### config.mk
export PLATFORM = sky130hd
export DESIGN_NAME = crc_byte_feeder
export DESIGN_NICKNAME = d
export VERILOG_FILES = /design/src/rtl/crc_byte_feeder.sv
export SDC_FILE = /design/constraint.sdc
export NUM_CORES = 1
export LEC_CHECK = 0
export CORE_MARGIN = 2
export CORE_UTILIZATION = 50
export DETAILED_ROUTE_END_ITERATION = 16
export HOLD_SLACK_MARGIN = 0.12
export PLACE_DENSITY = 0.8
export RECOVER_POWER = 25
export SYNTH_ARGS = -nofsm -noshare
export SYNTH_HDL_FRONTEND = slang
export SYNTH_SLANG_ARGS = --single-unit
### constraint.sdc
create_clock -name clk -period 3.6 [get_ports clk]
set_clock_uncertainty 0.05 [all_clocks]
set_input_delay 0.72 -clock clk [delete_from_list [all_inputs] [get_ports clk]]
set_output_delay 0.72 -clock clk [all_outputs]
set_load 0.02 [all_outputs]
### src/rtl/crc_byte_feeder.sv
// Byte FIFO that feeds 1/2/4-byte bus pushes into the CRC engine one byte per write.
// Strobe two cycles after a push into an idle, empty feeder; pushes that don't fit are dropped whole and flagged.
module crc_byte_feeder #(
  parameter int DEPTH = 8,
  parameter int LW    = $clog2(DEPTH) + 1
) (
  input  logic          clk,
  input  logic          rst_n,
  input  logic          wr_en,
  input  logic [1:0]    wr_len,
  input  logic [31:0]   wr_data,
  input  logic          wr_reflect,
  input  logic          flush,
  input  logic          crc_ready,
  output logic          crc_cs,
  output logic [1:0]    crc_rs,
  output logic [3:0]    crc_wrl,
  output logic [31:0]   crc_d,
  output logic [LW-1:0] level,
  output logic          full,
  output logic          empty,
  output logic          overflow,
  output logic          done
);
  localparam int PW = $clog2(DEPTH);

  typedef enum logic [1:0] {IDLE, ISSUE, HOLD, BUSY} state_e;

  state_e        state_q, state_d;
  logic [8:0]    mem_q [DEPTH];
  logic [PW-1:0] rd_ptr_q, rd_ptr_d, wr_ptr_q, wr_ptr_d;
  logic [LW-1:0] level_q, level_d;
  logic          ovf_q, ovf_d;
  logic          cs_q, cs_d;
  logic [1:0]    rs_q, rs_d;
  logic [7:0]    byte_q, byte_d;
  logic [LW-1:0] push_n;
  logic          push_req, push_ok, pop;
  logic [8:0]    head;

  always_comb begin
    push_n = '0;
    unique case (wr_len)
      2'b00:   push_n = LW'(1);
      2'b01:   push_n = LW'(2);
      2'b10:   push_n = LW'(4);
      default: push_n = '0;
    endcase
  end

  // Free space is judged on the start-of-cycle level; a concurrent pop does not help.
  assign push_req = wr_en && (wr_len != 2'b11);
  assign push_ok  = push_req && !flush && (push_n <= (LW'(DEPTH) - level_q));
  assign pop      = (state_q == ISSUE) && !flush;
  assign head     = mem_q[rd_ptr_q];

  always_comb begin
    state_d  = state_q;
    rd_ptr_d = rd_ptr_q;
    wr_ptr_d = wr_ptr_q;
    level_d  = level_q;
    ovf_d    = ovf_q;
    cs_d     = 1'b0;
    rs_d     = 2'b00;
    byte_d   = 8'h00;
    if (flush) begin
      state_d  = IDLE;
      rd_ptr_d = '0;
      wr_ptr_d = '0;
      level_d  = '0;
      ovf_d    = 1'b0;
    end else begin
      if (push_req && !push_ok) ovf_d = 1'b1;
      if (push_ok) wr_ptr_d = wr_ptr_q + PW'(push_n);
      if (pop) rd_ptr_d = rd_ptr_q + PW'(1);
      level_d = level_q + (push_ok ? push_n : LW'(0)) - LW'(pop);
      unique case (state_q)
        IDLE: begin
          if ((level_q != '0) && crc_ready) begin
            state_d = ISSUE;
            cs_d    = 1'b1;
            rs_d    = {1'b1, head[8]};
            byte_d  = head[7:0];
          end
        end
        ISSUE: state_d = HOLD;
        // Engine ready is not trustworthy until it has loaded its bit counter.
        HOLD:  state_d = BUSY;
        BUSY:  if (crc_ready) state_d = IDLE;
        default: state_d = IDLE;
      endcase
    end
  end

  always_ff @(posedge clk) begin
    for (int i = 0; i < 4; i++) begin
      if (push_ok && (LW'(i) < push_n))
        mem_q[wr_ptr_q + PW'(i)] <= {wr_reflect, wr_data[8*i +: 8]};
    end
  end

  always_ff @(posedge clk or negedge rst_n) begin
    if (!rst_n) begin
      state_q  <= IDLE;
      rd_ptr_q <= '0;
      wr_ptr_q <= '0;
      level_q  <= '0;
      ovf_q    <= 1'b0;
      cs_q     <= 1'b0;
      rs_q     <= 2'b00;
      byte_q   <= 8'h00;
    end else begin
      state_q  <= state_d;
      rd_ptr_q <= rd_ptr_d;
      wr_ptr_q <= wr_ptr_d;
      level_q  <= level_d;
      ovf_q    <= ovf_d;
      cs_q     <= cs_d;
      rs_q     <= rs_d;
      byte_q   <= byte_d;
    end
  end

  assign crc_cs   = cs_q;
  assign crc_rs   = rs_q;
  assign crc_wrl  = {3'b000, cs_q};
  assign crc_d    = {24'h000000, byte_q};
  assign level    = level_q;
  assign full     = (level_q == LW'(DEPTH));
  assign empty    = (level_q == '0);
  assign overflow = ovf_q;
  assign done     = empty && (state_q == IDLE) && crc_ready;
endmodule
; ---- Word level (Yosys, flattened, before mapping)
; Memory sizes are Yosys's and may differ from the RTL's.
; Cells that the tools add are included.
[word_totals]
ff_bits = 24
ramBits = 72
input_bits = 40
output_inout_bits = 47
wordCells = 83
n_memories = 1
[op_classes]
addsub = 8
magnitude_cmp = 5
eq_ne = 9
muxes = 30
n_reduce_logical = 22
[mem_list]
columns = name, words, width, read_ports, rd_ports_with_merged_regs, write_ports, line_no
row1 = mem_q, 8, 9, 1, 0, 4, 30  ; logic [8:0] mem_q [DEPTH];
[ops]
columns = op, n
row1 = $mux 8, 3
row2 = $mux 1, 13
row3 = $logic_and 1x1->1, 12
row4 = $mux 2, 6
row5 = $mux 3, 4
row6 = $pmux 3 s3, 1
row7 = $lt 1x4->1 const A, 2
row8 = $lt 2x4->1 const A, 2
row9 = $mux 4, 2
row10 = $pmux 2 s4, 1
row11 = $add 3x1->3 const B, 2
row12 = $add 3x2->3 const B, 2
row13 = $eq 2x2->1 const B, 3
row14 = $ne 3x3->1 const B, 2
row15 = $reduce_bool 2->1, 3
row16 = $add 4x4->4, 1
row17 = $eq 2x1->1 const B, 2
row18 = $eq 4x4->1 const B, 1
row19 = $le 4x4->1, 1
row20 = $logic_not 2->1, 2
row21 = $logic_not 4->1, 1
row22 = $reduce_bool 4->1, 1
row23 = $sub 4x1->4, 1
row24 = $sub 4x4->4 const A, 1
row25 = 4 further kinds, 5

; ---- Longest topological paths before layout
[logic_depth]
word_depth = 8
mapped_depth = 17
mapped_depth_nobuf = 15

; ---- Least setup slack after synthesis
; No wires, ideal clock.
[synth_path]
path_type = in2reg
from = input wr_len[1]
to = memory mem_q[0][0] (enable)
setup_ps = 390
t_arrival_ps = 3260
t_required_ps = 3160
path_slack_ps = -100
stages = 9
path_buffers = 1
path_cell_list = inv_1 -> ha_1 -> ha_1 -> a211o_1 -> nand3_1 -> clkbuf_1 -> nand2_1 -> or3_1 -> o31ai_1
[synth_lines]
columns = element, line_no
row1 = from (decl), 10  ; input logic [1:0] wr_len,
row2 = to (decl), 30

==> metrics <==
outcome=completed; Clock Tree Root=clkbuf_16; Max FO, Critical Path=8; Starting Density=between 50% and 60%; gr busiest metal=met2; Yosys reg bits=95; most frequent CP cell=buf_4; Max VDD drop=~0.30 mV; Slew HR=a little under a quarter; Reg power frac=a little under a third; Yosys cell types=~60; FF-to-FF path depth=13; # hold bufs at CTS=0; crit end category=flop; CP Cell Sequence=clkdlybuf4s50_1 -> inv_1 -> ha_1 -> inv_1 -> ha_1 -> a31oi_1 -> buf_4 -> nand3_1 -> buf_4 -> buf_4 -> nand2_1 -> buf_4 -> o21ai_0 -> a21oi_1; initial antenna violation count=0; post-synthesis sequential area ratio=about two fifths; post-route minimum period=between 3 and 4 ns; vias in the first global route=6448; H-tree Lvls=3; max-slew violations=0; Iter 0 DRT Violations=roughly 1100; FF/Latch Area=approximately 2700 sq um; Max Fclk=283 MHz; GP Congestion=roughly 1.1; Worst-Margin Slew=approximately 1.2 ns; Worst path max stage delay=approximately 0.5 ns; Core Region=13300 sq um; number of synthesized flops with an enable pin=72; crit path launch type=primary input; Combinational Power Share=roughly 47%; Worst Path Required=between 3 and 4 ns; TritonCTS clock tree=built; NetSw=roughly 1.8 mW; GRT Util Overall=a little over a third; Post-DRT Antenna Nets=0; Area Overhead vs Synth=29.5%; DRC=0; Die H=approximately 120 microns; clk_lat worst skew=0.36 ns; share of cells above drive strength 1=a little under a quarter; total vias in the final route=between 6000 and 7000; Slowest cell on crit path=clkdlybuf4s50_1; nets@finish=between 900 and 1000; Hold/Removal Path Class=reg -> reg; CTS buffer count=9; placed cells=roughly 1000; Crit path arrival time=3.59 ns; WS Path Type=in -> reg; die footprint=around 15000 sq um; # diodes=0; Final Hold Fails=0; Hold Crit Depth=2; Place WS=-0.406 ns; Placed Area=8400 sq um; area of the multi-input gates=between 3000 and 4000 sq um; setup TNS=0 ns; chip width=121 microns; final wirelength=roughly 26 mm; Static Leak=between 3 and 4 nW; clk buf depth=2; PwrDens=511 nW/um^2; drt first pass iters=8; Async S/R FF share, synth=between 20% and 30%; maximum number of pins on one net before global-route repair=40; total global routing overflow=0; number of setup violations in the final report=0; via density per instance=between 6 and 7; number of clock sinks=95; met3 Use GR=approximately an eighth; non-filler cells, final=1022; I/O Buffers=59; post-DR wirelength/cell=25.7 microns; hold_ws=a little under 0.5 ns; PnR worst setup slack=around 0.07 ns; grt met2 use=between 50% and 60%; placed wire-length estimate=19.7 mm; max-cap viol count=0; fill count=about 1000; Pwr Total=roughly 4.5 mW; Clock power frac=around 22%; mapped cell area=6820 sq um; period utilisation layout=between 90% and 100%; Reg clk slew, reported paths=0.07 ns; standard-cell rows=42; Design Area, Final=between 8000 and 9000 sq um; Top Ports=87; mean post-synth cell area=9.85 sq um; GR Layer Usage met1=just under 50%; Core Util, Final=about two thirds; Post-synth top flop=edfxtp_1; RSZ-0062 raised after global routing=yes; first-pass GRT wire length=between 30 and 40 mm; yosys warns=0; Internal Power=between 2 and 3 mW; Syn Inst Count=692; Sw Ratio=roughly two fifths
-- worst max-delay path, delay by kind of cell --
kind,cells,cell delay (ns)
buffers and inverters,7,1.36
AOI/OAI and AO/OA,3,0.75
adders and majority gates,2,0.43
and+or+nand+nor,2,0.33
-- synthesized netlist by cell type (3+ instances only) --
| library cell | number | area [sq um] |
|---|---|---|
| edfxtp_1 | 72 | 2160 |
| nor2_1 | 65 | 244 |
| nand2_1 | 49 | 184 |
| a21oi_1 | 40 | 200 |
| mux2i_1 | 37 | 370 |
| inv_1 | 30 | 113 |
| buf_4 | 29 | 218 |
| clkbuf_1 | 29 | 109 |
| o22ai_1 | 25 | 156 |
| dfrtp_1 | 23 | 576 |
| ha_1 | 23 | 288 |
| o21ai_0 | 23 | 115 |
| mux4_2 | 18 | 405 |
| a211oi_1 | 16 | 120 |
| nand3_1 | 16 | 80.1 |
| nor3_1 | 16 | 80.1 |
| a221oi_1 | 13 | 114 |
| buf_2 | 13 | 65.1 |
| o31ai_1 | 13 | 97.6 |
| and3_1 | 10 | 62.6 |
| a311oi_1 | 9 | 78.8 |
| buf_1 | 9 | 33.8 |
| nand2b_1 | 9 | 56.3 |
| nor2b_1 | 8 | 50.1 |
| xnor2_1 | 8 | 70.1 |
| o32ai_1 | 7 | 61.3 |
| a22o_1 | 6 | 52.6 |
| a31oi_1 | 6 | 37.5 |
| nand4_1 | 6 | 37.5 |
| o211ai_1 | 6 | 45.0 |
| or3_1 | 6 | 37.5 |
| a311o_1 | 5 | 50.1 |
| xor2_1 | 5 | 43.8 |
| nor3_2 | 4 | 40.0 |
| nand3b_1 | 3 | 22.5 |
| nor3b_1 | 3 | 22.5 |
-- cells by family (layout without fill, tap and decap cells) --
group / count (synthesis) / in the layout / share of synthesized area (%)
adders and majority gates: 25 / 25 / 4.81
muxes: 55 / 55 / 11.4
xor gates and xnor gates: 13 / 13 / 1.67
AOI/OAI and AO/OA: 182 / 182 / 18.1
buffers and inverters: 112 / 240 / 8.11
DFF: 95 / 95 / 40.1
other: 1 / 27 / 0.0550
and+or+nand+nor: 209 / 209 / 15.8
-- power groups by stage --
| stage | Combinational, mW | Sequential [mW] | Clock [mW] |
|---|---|---|---|
| 2_1_floorplan | 1.21 | 1.42 | 0 |
| 3_3_place_gp | 1.96 | 1.41 | 0 |
| 3_5_place_dp | 2.01 | 1.41 | 0 |
| 4_1_cts | 2.04 | 1.40 | 0.977 |
| 5_1_grt | 2.27 | 1.41 | 1.01 |
| 6_report | 2.14 | 1.40 | 0.975 |
-- final timing paths --
| path | from | to | slack [ns] |
|---|---|---|---|
| max | wr_len[0] | mem_q[4][1] | 0.07 |
| min | overflow | overflow | 0.50 |
| max reg2reg | level[1] | mem_q[4][1] | 0.24 |
| min reg2reg | overflow | overflow | 0.50 |
| max in group asynchronous | rst_n | crc_cs | 1.81 |
| min in group asynchronous | rst_n | overflow | 1.00 |
-- flip-flops by register name (all words and copies together), names as in the netlist --
| register | count |
|---|---|
| rd_ptr_q | 3 |
| state_q | 2 |
| crc_cs | 1 |
| crc_rs | 1 |
| wr_ptr_q | 3 |
| byte_q | 8 |
| mem_q | 72 |
| level | 4 |
| overflow | 1 |
-- cells in the final DEF (no fill, tap or decap), types with 4 or more instances in the layout --
cell type        count
nand2_1             49
nand4_1              6
nor3_2               4
nor2_1              65
or3_1                5
a311oi_1             9
o22ai_1             25
nor3_1              16
o32ai_1              7
o31ai_1             12
clkbuf_16           10
o211ai_1             6
ha_1                21
mux2i_1             37
nor2b_1              7
a21oi_1             39
mux4_2              18
inv_1               30
o21ai_0             23
edfxtp_1            72
a31oi_1              6
a22o_1               6
dlygate4sd3_1       13
a211oi_1            16
dfrtp_1             23
a221oi_1             9
xor2_1               5
and3_1               9
nand2b_1             9
conb_1              27
nand3_1             16
buf_12               9
a311o_1              5
clkdlybuf4s50_1     46
buf_4              121
a221oi_2             4
xnor2_1              8
-- final cells by class --
type,count,area share (%)
Multi-Input combinational cell,511,42.0
Sequential cell,95,31.0
Timing Repair Buffer,193,19.7
Clock buffer,9,2.55
Tap cell,176,2.49
Inverter,31,1.32
Clock inverter,7,0.978
-- layer usage --
metal  part of all wire (%)  vias up
li1                       -     2882
met1                     39     3159
met2                     44      539
met3                     14       80
met4                    2.7        0
met5                      0        -
-- timing repair --
item,in CTS,in global routing
resized for setup,4,14
pin swaps,1,5
endpoints found under the setup margin,3,41
setup buffers,0,3
cloned,0,1
endpoints found under the hold margin,0,0
(Power assumes the default switching activity.)
